==> config.mk <==
export PLATFORM = sky130hd
export DESIGN_NAME = l2_spandex_out_queue
export DESIGN_NICKNAME = d
export VERILOG_FILES = /design/src/rtl/l2_spandex_out_queue.sv
export SDC_FILE = /design/constraint.sdc
export NUM_CORES = 1
export LEC_CHECK = 0
export ABC_AREA = 1
export BUFFER_PORTS_ARGS = -buffer_cell sky130_fd_sc_hd__buf_2
export CORE_MARGIN = 2
export CORE_UTILIZATION = 40
export DETAILED_ROUTE_END_ITERATION = 6
export PLACE_DENSITY = 0.54
export SETUP_SLACK_MARGIN = 0.4
export SLEW_MARGIN = 20
export SYNTH_ARGS = -nofsm -noshare
export SYNTH_HDL_FRONTEND = slang
export SYNTH_SLANG_ARGS = --single-unit
==> constraint.sdc <==
create_clock -name clk -period 7.76 [get_ports clk]
set_input_delay 1.164 -clock clk [delete_from_list [all_inputs] [get_ports clk]]
set_output_delay 1.164 -clock clk [all_outputs]
set_load 0.01 [all_outputs]
==> src/rtl/l2_spandex_out_queue.sv <==
// -----------------------------------------------------------------------------
// l2_spandex_out_queue
//
// Output staging between the L2 core's outgoing coherence channels and the
// NoC. Each of NUM_CH channels (default: rsp_out, fwd_out, req_out, in that
// priority order) owns a DEPTH-entry FIFO. The FIFO heads are merged onto one
// output port by fixed-priority or round-robin arbitration. Once presented,
// a grant is held until it is accepted. Per-channel occupancy and a global
// empty flag let flush/fence logic wait for the queues to drain.
//
// Handshake rule (both sides): a transfer happens at a rising edge where
// valid && ready are both high. A source that raises valid keeps valid and
// its payload stable until that transfer. in_ready never depends on
// out_ready, and out_valid/out_data/out_ch never depend on out_ready.
//
// Ports
//   clk        in   1              clock, rising edge
//   rst        in   1              synchronous active-high reset
//   in_valid   in   NUM_CH         per-channel message valid
//   in_ready   out  NUM_CH         per-channel accept (FIFO not full, rst low)
//   in_data    in   NUM_CH*MSG_W   channel c at [c*MSG_W +: MSG_W]
//   out_valid  out  1              merged output valid
//   out_ready  in   1              downstream accept
//   out_data   out  MSG_W          head of granted FIFO, 0 when idle
//   out_ch     out  CH_W           granted channel index, 0 when idle
//   occupancy  out  NUM_CH*CNT_W   registered entry count per channel
//   empty      out  1              all FIFOs empty
// -----------------------------------------------------------------------------
module l2_spandex_out_queue #(
    parameter int NUM_CH   = 3,
    parameter int MSG_W    = 64,
    parameter int DEPTH    = 4,
    parameter int ARB_MODE = 0,
    localparam int CH_W    = (NUM_CH > 1) ? $clog2(NUM_CH) : 1,
    localparam int CNT_W   = $clog2(DEPTH + 1)
) (
    input  logic                      clk,
    input  logic                      rst,
    input  logic [NUM_CH-1:0]         in_valid,
    output logic [NUM_CH-1:0]         in_ready,
    input  logic [NUM_CH*MSG_W-1:0]   in_data,
    output logic                      out_valid,
    input  logic                      out_ready,
    output logic [MSG_W-1:0]          out_data,
    output logic [CH_W-1:0]           out_ch,
    output logic [NUM_CH*CNT_W-1:0]   occupancy,
    output logic                      empty
);

    localparam int                PTR_W    = $clog2(DEPTH);
    localparam logic [CNT_W-1:0]  FULL_CNT = CNT_W'(DEPTH);

    typedef enum logic {
        ARB_IDLE   = 1'b0,
        ARB_LOCKED = 1'b1
    } arb_state_t;

    // FIFO storage and bookkeeping
    logic [MSG_W-1:0] mem    [NUM_CH][DEPTH];
    logic [PTR_W-1:0] wr_ptr [NUM_CH];
    logic [PTR_W-1:0] rd_ptr [NUM_CH];
    logic [CNT_W-1:0] count  [NUM_CH];

    logic [NUM_CH-1:0] nonempty;
    logic [NUM_CH-1:0] push;
    logic [NUM_CH-1:0] pop;

    // Arbiter state
    arb_state_t       arb_state;
    arb_state_t       arb_state_next;
    logic [CH_W-1:0]  grant_q;
    logic [CH_W-1:0]  grant_next;
    logic [CH_W-1:0]  rr_ptr;
    logic [CH_W-1:0]  rr_ptr_next;

    logic [CH_W-1:0]  pick;
    logic             pick_valid;
    logic [CH_W-1:0]  sel;
    logic             handshake;

    // Candidate channel examined at search step 'offset'. Round-robin starts
    // at rr_ptr and wraps; fixed priority simply walks from index 0.
    function automatic int cand(input logic [CH_W-1:0] base, input int offset);
        if (ARB_MODE == 1) begin
            return (int'(base) + offset) % NUM_CH;
        end
        return offset;
    endfunction

    // -------------------------------------------------------------------------
    // Per-channel status. in_ready uses registered count only, so a pop in the
    // same cycle cannot re-open a full FIFO until the next edge.
    // -------------------------------------------------------------------------
    always_comb begin
        nonempty  = '0;
        in_ready  = '0;
        push      = '0;
        occupancy = '0;
        for (int c = 0; c < NUM_CH; c++) begin
            nonempty[c]                   = (count[c] != '0);
            in_ready[c]                   = !rst && (count[c] != FULL_CNT);
            push[c]                       = in_valid[c] && in_ready[c];
            occupancy[c*CNT_W +: CNT_W]   = count[c];
        end
        empty = (nonempty == '0);
    end

    // -------------------------------------------------------------------------
    // Arbitration among non-empty FIFOs (used only while no grant is held)
    // -------------------------------------------------------------------------
    always_comb begin
        pick       = '0;
        pick_valid = 1'b0;
        for (int i = 0; i < NUM_CH; i++) begin
            if (!pick_valid && nonempty[cand(rr_ptr, i)]) begin
                pick       = CH_W'(cand(rr_ptr, i));
                pick_valid = 1'b1;
            end
        end
    end

    // A held grant always wins over a fresh pick, so a higher-priority arrival
    // cannot preempt a message already being presented.
    assign sel       = (arb_state == ARB_LOCKED) ? grant_q : pick;
    assign handshake = out_valid && out_ready;

    always_comb begin
        pop = '0;
        for (int c = 0; c < NUM_CH; c++) begin
            pop[c] = handshake && (sel == CH_W'(c));
        end
    end

    // -------------------------------------------------------------------------
    // Arbiter FSM: state register
    // -------------------------------------------------------------------------
    always_ff @(posedge clk) begin
        if (rst) begin
            arb_state <= ARB_IDLE;
            grant_q   <= '0;
            rr_ptr    <= '0;
        end else begin
            arb_state <= arb_state_next;
            grant_q   <= grant_next;
            rr_ptr    <= rr_ptr_next;
        end
    end

    // -------------------------------------------------------------------------
    // Arbiter FSM: next state. A presented-but-unaccepted message locks the
    // grant; an accepted one returns to IDLE so the next cycle re-arbitrates
    // with no bubble.
    // -------------------------------------------------------------------------
    always_comb begin
        arb_state_next = arb_state;
        grant_next     = grant_q;
        rr_ptr_next    = rr_ptr;
        if (handshake) begin
            arb_state_next = ARB_IDLE;
            if (ARB_MODE == 1) begin
                rr_ptr_next = CH_W'((int'(sel) + 1) % NUM_CH);
            end
        end else if (out_valid) begin
            arb_state_next = ARB_LOCKED;
            grant_next     = sel;
        end
    end

    // -------------------------------------------------------------------------
    // Arbiter FSM: outputs (registered state and rst only)
    // -------------------------------------------------------------------------
    always_comb begin
        out_valid = !rst && ((arb_state == ARB_LOCKED) || pick_valid);
        out_ch    = '0;
        out_data  = '0;
        if (out_valid) begin
            out_ch   = sel;
            out_data = mem[sel][rd_ptr[sel]];
        end
    end

    // -------------------------------------------------------------------------
    // FIFO pointers and counts. Pointers wrap naturally; count alone decides
    // full and empty.
    // -------------------------------------------------------------------------
    always_ff @(posedge clk) begin
        for (int c = 0; c < NUM_CH; c++) begin
            if (rst) begin
                wr_ptr[c] <= '0;
                rd_ptr[c] <= '0;
                count[c]  <= '0;
            end else begin
                if (push[c]) begin
                    wr_ptr[c] <= wr_ptr[c] + PTR_W'(1);
                end
                if (pop[c]) begin
                    rd_ptr[c] <= rd_ptr[c] + PTR_W'(1);
                end
                if (push[c] && !pop[c]) begin
                    count[c] <= count[c] + CNT_W'(1);
                end else if (!push[c] && pop[c]) begin
                    count[c] <= count[c] - CNT_W'(1);
                end
            end
        end
    end

    // FIFO storage is intentionally not reset; count gates what is visible.
    always_ff @(posedge clk) begin
        for (int c = 0; c < NUM_CH; c++) begin
            if (push[c]) begin
                mem[c][wr_ptr[c]] <= in_data[c*MSG_W +: MSG_W];
            end
        end
    end

endmodule
-- Word-level counts from Yosys, hierarchy flattened
Memory sizes are Yosys's and may differ from the RTL's.
Cells that the tools add are included.
- $add $sub $neg: 12
- multiply operators: 0
- div/mod/pow operators: 0
- magnitude comparators: 7
- equal/unequal tests: 5
- shift operators: 0
- multiplexer cells: 73
- bitwise gates (word level): 17
- reductions and logical operators: 39
- operators with widths (kind ; count):
    $mux 256 ; 3
    $demux 64 s2 ; 3
    $mux 64 ; 6
    $bmux 64 s2 ; 1
    $mux 1 ; 45
    $logic_and 1x1->1 ; 22
    $mux 2 ; 9
    $mux 3 ; 6
    $add 2x1->2 const B ; 6
    $ge 3x3->1 const B ; 4
    $not 2->3 ; 4
    $or 1x1->1 ; 12
    $add 3x1->3 const B ; 3
    $logic_not 1->1 ; 9
    $lt 3x1->1 const B ; 3
    $ne 3x3->1 const B ; 3
    $reduce_bool 3->1 ; 3
    $sub 3x1->3 const B ; 3
    $logic_not 3->1 ; 1
    $eq 2x1->1 const B ; 1
    $eq 2x2->1 const B ; 1
    $logic_not 2->1 ; 1
    $reduce_and 2->1 ; 1
    $reduce_or 2->1 ; 1
    2 further kinds ; 2
- register bits: 3
- bits in latches: 0
- memory bits (writable): 789
- ROM bits: 0
- output and inout bits: 80
- logic and storage cells: 159
- memories: 4
- memory list (memory ; depth ; bits a word ; read ports ; clocked after memory_dff ; wr ports ; RTL line ; text):
    mem ; 3 ; 256 ; 1 ; 0 ; 3 ; 59 ; logic [MSG_W-1:0] mem [NUM_CH][DEPTH];
    count ; 3 ; 3 ; 3 ; 0 ; 3 ; 62 ; logic [CNT_W-1:0] count [NUM_CH];
    rd_ptr ; 3 ; 2 ; 4 ; 0 ; 3 ; 61 ; logic [PTR_W-1:0] rd_ptr [NUM_CH];
    wr_ptr ; 3 ; 2 ; 3 ; 0 ; 3 ; 60 ; logic [PTR_W-1:0] wr_ptr [NUM_CH];

-- Logic depth before layout (Yosys ltp)
Gate-level depths: netlist (run 1).
An unclocked memory read counts as a cell.
- depth after elaboration: 20
- depth in mapped cells: 18
- mapped depth without buffers: 15

-- Least setup slack after synthesis (run 1)
Ideal clock, no wire load.
- path type: input to register
- from: in rst
- to: mem mem[2][0] (netlist name) (enable)
- data arrival time: 4449 ps
- data required time: 7273 ps
- path slack: 2824 ps
- stages: 3
- path buffers: 0
- cells stage by stage: a31oi_1 -> nand2_1 -> nor2_1
- RTL lines (item ; RTL line ; text):
    from (decl) ; 38 ; input logic rst,
    to (decl) ; 59 ;

-- Worst setup path after layout (run 1)
- from: reg arb_state
- to: out out_data[8]
- word-level cells in the longest chain between the ends: 7
- elaborated cells on any way between the ends: 10
- those cells by class: 5 x mux; 1 x bitwise; 2 x reduce/logical; 2 x memory
- RTL lines (item ; RTL line ; text):
    from (decl) ; 69 ; arb_state_t arb_state;
    from (signal assigned) ; 143 ; arb_state <= arb_state_next;
    $mux 2 ; 124 ; assign sel = (arb_state == ARB_LOCKED) ? grant_q : pick;
    $mem_v2 3x2 ; - ;
    $not 2->3 (implied by the code) ; 178 ; out_data = mem[sel][rd_ptr[sel]];
    $bmux 64 s2 ; 178 ;
    $mux 64 (implied by the code) (2 in a row) ; 178 ;
    $mux 64 (*) ; 176 ; if (out_valid) begin
    to (decl) ; 44 ; output logic [MSG_W-1:0] out_data,
Every way passes the cells marked *; elsewhere a longest branch is shown, timed or not. The select of a mux whose other input is x is not followed.

==> impl_results.md, run 1 <==
- Status: finished, final reports clean
- Seq. cell area: between 20,000 and 25,000 µm²
- Synth Net Count: 3,791
- Crit path kind: reg -> out
- WL met1: 44.5 mm
- Mapped Cells: approximately 3,600
- Design area: between 40,000 and 50,000 µm²
- Fin cells: 5,044
- Vias/cell: a little under 5
- Synth top area cells: edfxtp_1 (67%), nand2_1 (12%), inv_1 (6.3%)
- Synth Register Bits: 792
- Worst reg2reg endpoint: count[2][2]
- Worst Hold Class: reg -> reg
- Met2 Wirelength: about 48 mm
- Largest net degree at the start of global routing: between 200 and 250
- Hpwl dp: 56.6 mm
- Fmax: ~0.16 GHz
- Worst hold stages: 2
- Crit-path max FO: between 100 and 150
- Routed wl met3: approximately 6.2 mm
- Inserted Clock Buffers: between 80 and 90
- Worst Tran Pin Value: ~1.3 ns
- Total gr overflow: 0
- Most common cell in the netlist: nand2_1
- CTS Sinks: 792
- Synth area leader: edfxtp_1
- Pre-antenna DRT Iters: 5
- Max Cap Viol: 0
- FF-to-FF Start: arb_state
- Post-synth cell types: 31
- Post-placement cell count: roughly 4,900
- Setup TNS: 0 ns
- WHS Endpoint: grant_q[1]
- Core Box Area: between 80,000 and 90,000 µm²
- Setup bufs post-CTS: 0
- Initial drt markers: between 1,500 and 2,000
- Mux contribution to synthesized area: 0%
- Multi-input logic area: ~9000 µm²
- CTS Hold Bufs: 0
- Pins Over Slew Limit: 0
- Unrepaired setup endpoints after global routing: false
- Ratio of final minimum period to clock period: between 70% and 80%
- Post-synthesis cell area: 35,500 µm²
- WHS: ~0.47 ns
- Residual DRC count: 0
- H-tree lvl count: 3
- Synthesized area per cell: between 9 and 10 µm²
- CTS resizes: 0
- Top Metal Used: met5
- Sequential fraction of the synthesis area: roughly two thirds
- Die span in x: about 300 µm
- Worst vdd ir: about 0.00023 V
- Total GRT Usage: 21.9%
- Final ANT Viol Nets: 0
- Clock latency on the worst-skew pair: roughly 0.62 ns
- Post-Synth Adder-Cell Area: less than 1%
- Largest family of logic cells by synthesized area: simple AND/OR/NAND/NOR gates
- Die H: approximately 300 µm
- Area growth syn-to-layout: 14.8%
- Compound-Gate Fraction of Synth Area: roughly 3.0%
- # fillers: ~8,300
- CP Capture Type: output pin
- Placed inst area: about 38,000 µm²
- Synth Flop Type: edfxtp_1
- Ys async rst share: 0%
- Post-synth EDFFs: ~800
- Post-synth top area share: between 60% and 70%
- Worst relative slew slack: 15.0%
- First-pass GRT wire length: ~150 mm
- Routed WL: roughly 100 mm
- GP Congestion: roughly 0.77
- Pwr Density: 302 nW/µm²
- Wirelength per Cell: around 20 µm
- Fin nets: 4,017
- Yosys Warn Count: 0
- Reg2Reg Depth: 9
- I/O pin cnt: ~280
- Clock Root Buffer: clkbuf_16
- Initial antenna violation count: 19
- Via count: 24,300
- Input/output buffers: roughly 280
- Vias in the first global route: between 20,000 and 25,000
- Synth Area in XOR/XNOR: less than 1%
- CTS max path bufs: 3
- Fin. Hold Viols: 0
- Worst EP required: 6.60 ns
- Reg-to-reg slack, setup: ~4 ns
- Rows: between 100 and 150
- Synth cell count leaders: nand2_1 (1,183), edfxtp_1 (789), inv_1 (596)
- Simple-Gate Fraction of Synth Area: between 20 and 25%
- Data arrival, critical path: approximately 4.9 ns
- CTS tree: built
- Leakage: roughly 18 nW
- Share of cells above drive strength 1: 13.6%
- Worst Min Path Start: grant_q[1]
- Die area: 91,300 µm²
- Clock Skew: 0.0293 ns
- Endpoints failing setup: 0
- CTS clk-pin slew, worst paths: around 0.060 ns
- CP Launch Type: flop
- Starting Density: roughly two fifths
- Fin crit period: approximately 6 ns
==> metrics by stage <==
| step | utilization (%) | worst slack, ns | total power [mW] |
|---|---|---|---|
| floorplan | - | 2.82 | 7.31 |
| global placement | 43.1 | 2.30 | 8.41 |
| detailed placement | 43.1 | 2.24 | 8.42 |
| CTS | 46.2 | 1.50 | 12.5 |
| global route | 46.2 | 1.24 | 13.1 |
| finish | 46.3 | 1.66 | 12.3 |
==> metal layers <==
| metal | vias up | GRT usage [%] |
|---|---|---|
| met4 | 14 | 5.98 |
| met1 | 11600 | 30.4 |
| met2 | 714 | 36.0 |
| met3 | 127 | 3.30 |
| li1 | 11800 | - |
| met5 | - | 0 |
==> critical path: stages, from the launching register on <==
cell	delay, ns
dfxtp_1	0.39
nand2_4	0.52
nand2_8	0.79
nand2_1	0.11
nand2_1	0.09
nand2_1	0.12
nand2_8	0.37
clkinv_2	0.69
buf_4	0.51
nand2_1	0.15
nand3_1	0.08
nand2_1	0.10
nor2_1	0.07
buf_2	0.15
==> layout by cell type, fill, tap and decap left out, types with 8 or more instances in the layout <==
cell type	synthesis	final
edfxtp_1	789	789
nor2_1	228	216
clkbuf_1	56	17
buf_4	16	30
ha_1	18	18
o21ai_0	179	179
inv_1	596	595
o21ai_1	15	14
nand2_1	1183	1182
clkinv_1	20	38
a21oi_1	9	9
or2_2	60	60
nor2_4	0	13
diode_2	0	12
clkinv_2	0	19
buf_2	96	277
nand3_1	200	200
nand3b_1	66	66
bufinv_16	0	8
clkbuf_16	0	88
==> flip-flops by register name (all words and copies together), names as in the netlist <==
| name | count |
|---|---|
| wr_ptr | 6 |
| rd_ptr | 6 |
| mem | 768 |
| count | 9 |
| arb_state | 1 |
| grant_q | 2 |
==> worst max-delay path by stage <==
stage	end	from
4_1_cts	out_data[8]	arb_state
3_3_place_gp	out_data[8]	arb_state
5_1_grt	out_data[58]	arb_state
3_5_place_dp	out_data[8]	arb_state
2_1_floorplan	mem[2][0]	rst
6_report	out_data[8]	arb_state
==> final cells by class <==
cell class                 instances  area share, %
timing repair buffer             313           4.26
inverter                         624           5.75
antenna                           12         0.0736
multi-input combinational       1982           21.5
clock inverter                    51           1.15
sequential                       792           58.2
clock buffer                     105           5.55
tap                             1165           3.57
==> report_power, final <==
group,total [mW],switching (mW),internal [mW],leakage [nW]
clock,4.04,1.69,2.34,1.33
sequential,4.94,0.0443,4.89,7.21
combinational,3.36,2.38,0.983,9.32
==> kinds of logic after synthesis <==
| group | after synthesis |
|---|---|
| AO/OA/AOI/OAI | 208 |
| XOR/XNOR | 7 |
| adder cells (fa/ha/maj) | 19 |
| buffers and inverters | 800 |
| flip-flops | 792 |
| AND/OR/NAND/NOR | 1748 |
(Power assumes the default switching activity.)
==> run 2: changes to the inputs <==
==> constraint.sdc (replaced) <==
create_clock -name clk -period 6.28 [get_ports clk]
set_input_delay 0.942 -clock clk [delete_from_list [all_inputs] [get_ports clk]]
set_output_delay 0.942 -clock clk [all_outputs]
set_load 0.01 [all_outputs]
==> run 2 against run 1 <==
Net effect:
- utilization grew 0.062 points
- clock skew down 0.011 ns
- flip-flop and latch count is the same
- register-to-register slack lost 1.2 ns
- setup slack lost 0.74 ns
- global-route usage is 0.21 points lower
- largest cell class unchanged
==> impl_results.md, run 2 (same netlist as run 1, synthesis figures left out) <==
- Status: finished, final reports clean (unchanged)
- Vias in the first global route: 23,200 (was 23,000)
- Worst setup margin: 0.921 ns (was 1.66 ns)
- Rows: 109 (unchanged)
- H-tree lvl count: 3 (unchanged)
- Die H: 302 µm (unchanged)
- Tot Pwr: 15.2 mW (was 12.3 mW)
- Input/output buffers: 277 (unchanged)
- Hpwl dp: 56.1 mm (was 56.6 mm)
- Total gr overflow: 0 (unchanged)
- Worst relative slew slack: 33.2% (was 15.0%)
- Clock Skew: 0.0182 ns (was 0.0293 ns)
- Inserted Clock Buffers: 87 (unchanged)
- Leakage: 17.9 nW (about the same)
- Total GRT Usage: 21.7% (was 21.9%)
- # fillers: 8,400 (was 8,332)
- CP Launch Type: flop (unchanged)
- Die span in x: 302 µm (unchanged)
- Leading cell type in the layout, fill and taps excluded: nand2_1 (unchanged)
- Fin crit period: roughly 5.4 ns
- CP max-delay cell: edfxtp_1 (was nand2_8)
- Pins Over Slew Limit: 0 (unchanged)
- Endpoints failing setup: 0 (unchanged)
- Setup bufs post-CTS: 0 (unchanged)
- Via count: 23,900 (was 24,300)
- Share of cells above drive strength 1: 13.7% (was 13.6%)
- Crit path kind: reg -> out (unchanged)
- CTS max path bufs: 3 (unchanged)
- Routed WL: 98.5 mm (was 100 mm)
- Die area: 91,300 µm² (unchanged)
- I/O pin cnt: 278 (unchanged)
- Max incr delay on CP: 0.43 ns (was 0.79 ns)
- Pre-antenna DRT Iters: 5 (unchanged)
- Fin. Hold Viols: 0 (unchanged)
- CTS Hold Bufs: 0 (unchanged)
- Initial drt markers: 1,637 (was 1,959)
- Worst path bufs/invs: 6 (was 3)
- CTS tree: built (unchanged)
- Most frequent cells in the layout: nand2_1 (1,182), edfxtp_1 (789), inv_1 (595), buf_2 (277), nor2_1 (216) (unchanged)
- First-pass GRT wire length: 146 mm (was 148 mm)
- Data arrival, critical path: 4.42 ns (was 4.93 ns)
- Vias/cell: 4.72 (was 4.81)
- Worst EP required: 5.34 ns (was 6.60 ns)
- Worst Hold Class: reg -> reg (unchanged)
- GP Congestion: 0.764 (was 0.771)
- CTS Sinks: 792 (unchanged)
- Max Cap Viol: 0 (unchanged)
- Final ANT Viol Nets: 0 (unchanged)
- Largest net degree at the start of global routing: 186 (was 224)
- CTS resizes: 0 (unchanged)
- Clock Root Buffer: clkbuf_16 (unchanged)
- Cells along the critical path: inv_1, ha_1, inv_1, nor2_2, nand3_2, nor2_1, nor2_4, buf_4, nand2_1, nand2_8, clkinv_2, buf_4, nand2_1, nand3_1, nand2_1, nor2_1, buf_2 (was nand2_4, nand2_8, nand2_1, nand2_1, nand2_1, nand2_8, clkinv_2, buf_4, nand2_1, nand3_1, nand2_1, nor2_1, buf_2)
- Fmax: between 0.15 and 0.2 GHz
- Worst vdd ir: 0.000290 V (was 0.000226 V)
- Fin cells: 5,054 (was 5,044)
- CP Capture Type: output pin (unchanged)
- Unrepaired setup endpoints after global routing: false (unchanged)
- Clock latency on the worst-skew pair: 0.65 ns (was 0.62 ns)
- CTS clk-pin slew, worst paths: 0.06 ns (about the same)
- Family with the most delay on the worst path: simple AND/OR/NAND/NOR gates (unchanged)
- Worst Tran Pin Value: 1.00 ns (was 1.28 ns)
- Dpl ws: 1.56 ns (was 2.24 ns)
- Initial antenna violation count: 25 (was 19)
- Fin nets: 4,028 (was 4,017)
- Post-placement cell count: 4,887 (was 4,876)
- Residual DRC count: 0 (unchanged)
- Core Box Area: 88,200 µm² (unchanged)
- Crit-path most repeated cell: nand2_1 (unchanged)
- Pwr Density: 371 nW/µm² (was 302 nW/µm²)
- Starting Density: 40.3% (unchanged)
- Ratio of final minimum period to clock period: a little under nine tenths
- Wirelength per Cell: 19.5 µm (was 19.9 µm)
- Area growth syn-to-layout: 15.0% (was 14.8%)
- Crit-path max FO: 64 (was 108)
- Setup TNS: 0 ns (unchanged)
- Max FFs per register: 768 (unchanged)
==> run 2: cell count changes in the layout (fill, tap and decap cells not counted), moves of 2 or more <==
| cell | delta |
|---|---|
| buf_4 | +10 |
| clkinv_1 | +5 |
| clkinvlp_4 | -2 |
| diode_2 | -3 |
| clkinv_2 | -2 |
==> run 2: report_power, final <==
part	internal, mW	switching (mW)
logic	1.24	2.90
registers	6.04	0.0545
clock network	2.84	2.10
==> run 2: per-stage QoR <==
stage	hold WS [ns]	util [%]	area [µm²]
finish	0.470	46.3	40900
global placement	0.452	43.2	38100
detailed placement	0.457	43.2	38100
floorplan	0.433	-	35500
global route	0.494	46.3	40900
CTS	0.469	46.3	40800
==> run 2: worst register-to-register path, cell delays in order, from the launching register on <==
cell and delay [ns]:
edfxtp_1 0.43, inv_1 0.11, ha_1 0.19, inv_1 0.06
nor2_2 0.16, nand3_4 0.27, nand2_8 0.39, buf_4 0.59
inv_2 0.13, nand4_1 0.16, fa_1 0.22, xor2_1 0.19
nand3_1 0.10, a22oi_1 0.19
==> run 2: metal layers <==
layer	global-route usage [%]	vias up	wire length, µm
li1	-	11800	-
met1	29.3	11300	43500
met2	36.2	602	47100
met3	3.58	145	5780
met4	6.26	18	2030
met5	0	-	127
==> run 2: final cells by class <==
class | count | area, µm² | share of cell area (%)
multi-input combinational | 1982 | 8760 | 21.4
inverter | 624 | 2350 | 5.74
clock buffer | 104 | 2240 | 5.48
antenna | 9 | 22.5 | 0.0551
timing repair buffer | 324 | 1820 | 4.45
tap | 1165 | 1460 | 3.57
sequential | 792 | 23800 | 58.1
clock inverter | 54 | 478 | 1.17
==> run 2: final timing paths <==
path                     from      endpoint  slack, ns  cells after the start
setup / recovery  count[0][0]  out_data[62]       0.92                     17
hold reg to reg    grant_q[1]    grant_q[1]       0.47                      2
hold / removal     grant_q[1]    grant_q[1]       0.47                      2
setup reg to reg  count[0][0]   count[2][2]       2.93                     13
==> run 3: changes to the inputs <==
--- a/config.mk
+++ b/config.mk
@@ -6,11 +6,11 @@
 export NUM_CORES = 1
 export LEC_CHECK = 0
 export ABC_AREA = 1
-export BUFFER_PORTS_ARGS = -buffer_cell sky130_fd_sc_hd__buf_2
 export CORE_MARGIN = 2
 export CORE_UTILIZATION = 40
 export DETAILED_ROUTE_END_ITERATION = 6
-export PLACE_DENSITY = 0.54
+export DONT_BUFFER_PORTS = 1
+export PLACE_DENSITY = 0.51
 export SETUP_SLACK_MARGIN = 0.4
 export SLEW_MARGIN = 20
 export SYNTH_ARGS = -nofsm -noshare
==> run 3 against run 2 <==
Net effect:
- sequential share of layout area up 1.9 points
- non-clock buffer count decreased by 278
- via count decreased by 3.9%
- the run now ends with design-rule violations left
- setup slack got worse by 0.0097 ns
- critical path type unchanged
- hold slack got worse by 0.086 ns
- largest cell class unchanged
==> impl_results.md, run 3 (same netlist as run 1, synthesis figures left out) <==
- Status: finished with violations (was finished, final reports clean)
- Failing checks: design-rule violations
- Setup TNS: 0 ns (unchanged)
- Ratio of final minimum period to clock period: 85.5% (was 85.3%)
- Starting Density: 40.3% (unchanged)
- Die span in x: 302 µm (unchanged)
- Rows: 109 (unchanged)
- Endpoints failing setup: 0 (unchanged)
- Worst vdd ir: 0.000258 V (was 0.000290 V)
- Vias/cell: 4.80 (was 4.72)
- Worst EP required: 5.34 ns (about the same)
- CTS max path bufs: 3 (unchanged)
- Residual DRC count: 3 (was 0)
- Hpwl dp: 57.6 mm (was 56.1 mm)
- Leading cell type in the layout, fill and taps excluded: nand2_1 (unchanged)
- Max Cap Viol: 0 (unchanged)
- Initial antenna violation count: 1 (was 25)
- Die area: 91,300 µm² (unchanged)
- Pre-antenna DRT Iters: 7 (was 5)
- CTS tree: built (unchanged)
- H-tree lvl count: 3 (unchanged)
- Dpl ws: 1.47 ns (was 1.56 ns)
- CP Capture Type: output pin (unchanged)
- Max FFs per register: 768 (unchanged)
- Total gr overflow: 0 (unchanged)
- Via count: 22,900 (was 23,900)
- First-pass GRT wire length: 144 mm (was 146 mm)
- Fin. Hold Viols: 0 (unchanged)
- CTS Hold Bufs: 0 (unchanged)
- Core Box Area: 88,200 µm² (unchanged)
- Data arrival, critical path: 4.43 ns (was 4.42 ns)
- Vias in the first global route: 21,700 (was 23,200)
- I/O pin cnt: 278 (unchanged)
- Fin crit period: 5.37 ns (was 5.36 ns)
- Final ANT Viol Nets: 0 (unchanged)
- Worst setup margin: 0.912 ns (was 0.921 ns)
- Crit-path max FO: 104 (was 64)
- Inserted Clock Buffers: 90 (was 87)
- Clock Skew: 0.0199 ns (was 0.0182 ns)
- Final Util: 44.8% (was 46.3%)
- Fmax: 0.186 GHz (was 0.187 GHz)
- GP Congestion: 0.767 (was 0.764)
- Pins Over Slew Limit: 0 (unchanged)
- Tot Pwr: 14.8 mW (was 15.2 mW)
- CTS resizes: 0 (unchanged)
- CTS clk-pin slew, worst paths: 0.06 ns (about the same)
- CP Launch Type: flop (unchanged)
- Wirelength per Cell: 20.6 µm (was 19.5 µm)
- Setup bufs post-CTS: 0 (unchanged)
- Largest net degree at the start of global routing: 220 (was 186)
- Pwr Density: 375 nW/µm² (was 371 nW/µm²)
- Most frequent cells in the layout: nand2_1 (1,182), edfxtp_1 (789), inv_1 (595), nor2_1 (216), nand3_1 (200) (was nand2_1 (1,182), edfxtp_1 (789), inv_1 (595), buf_2 (277), nor2_1 (216))
- Worst Tran Pin Value: 1.12 ns (was 1.00 ns)
- Area growth syn-to-layout: 11.3% (was 15.0%)
- Worst relative slew slack: 25.2% (was 33.2%)
- Unrepaired setup endpoints after global routing: false (unchanged)
- WHS: 0.384 ns (was 0.470 ns)
- Input/output buffers: 0 (was 277)
- CTS Sinks: 792 (unchanged)
- Clock Root Buffer: clkbuf_16 (unchanged)
- Total GRT Usage: 21.5% (was 21.7%)
- Initial drt markers: 1,628 (was 1,637)
- Die H: 302 µm (unchanged)
- Worst Hold Class: in -> reg (was reg -> reg)
- Crit path kind: reg -> out (unchanged)
- Fin nets: 3,753 (was 4,028)
- Routed WL: 98.4 mm (was 98.5 mm)
- Clock latency on the worst-skew pair: 0.64 ns (was 0.65 ns)
- Share of cells above drive strength 1: 6.93% (was 13.7%)
- Leakage: 16.8 nW (was 17.9 nW)
[run 3: cell types whose count changed in the layout (fill, tap and decap cells not counted), sizes merged, moves of 2 or more]
cell | before | now
bufinv | 7 | 4
inv | 606 | 604
clkbuf | 104 | 110
diode | 9 | 2
clkinv | 63 | 67
buf | 324 | 46
[run 3: worst max-delay path: stages, from the launching register on]
cell	delay, ns
edfxtp_1	0.48
inv_1	0.13
ha_1	0.19
inv_1	0.06
nor2_2	0.16
nand3_4	0.13
nand2_8	0.46
nand2_1	0.09
o21ai_0	0.10
nand2_1	0.12
o21ai_4	0.08
clkinv_2	0.48
buf_4	0.59
nand2_1	0.15
nor2_1	0.05
nor2_1	0.41
[run 3: final cells by class]
type / instances / area (µm²)
Timing Repair Buffer: 46 / 505
Antenna cell: 2 / 5.00
Sequential cell: 792 / 23800
Fill cell: 8411 / 48700
Clock buffer: 110 / 2350
Tap cell: 1165 / 1460
Multi-Input combinational cell: 1982 / 8760
Clock inverter: 52 / 375
Inverter: 624 / 2350
[run 3: path summary, 6_finish.rpt]
kind,from,end,slack [ns],depth (start not counted)
max,count[0][0],out_data[8],0.91,15
min,rst,grant_q[0],0.38,1
max reg2reg,count[0][0],mem[0][99],2.86,6
min reg2reg,grant_q[1],grant_q[1],0.46,2
[run 3: metrics by stage]
step	area, µm²	instances
CTS	39500	4771
global placement	36700	4606
detailed placement	36800	4609
finish	39500	4773
global route	39500	4771
floorplan	35500	3574
[run 3: report_power, final]
group,internal (mW),switching [mW],total [mW]
clock network,2.81,2.09,4.91
registers,6.05,0.0658,6.11
logic,1.04,2.78,3.82
total,9.90,4.93,14.8
[run 3: metal layers]
layer  wire length, µm  part of all wire, %  global-route usage (%)
met5                 0                    0                       0
met4              2100                  2.1                    5.68
met3              6890                  7.0                    4.68
met2             47100                   48                    36.3
met1             42300                   43                    28.1
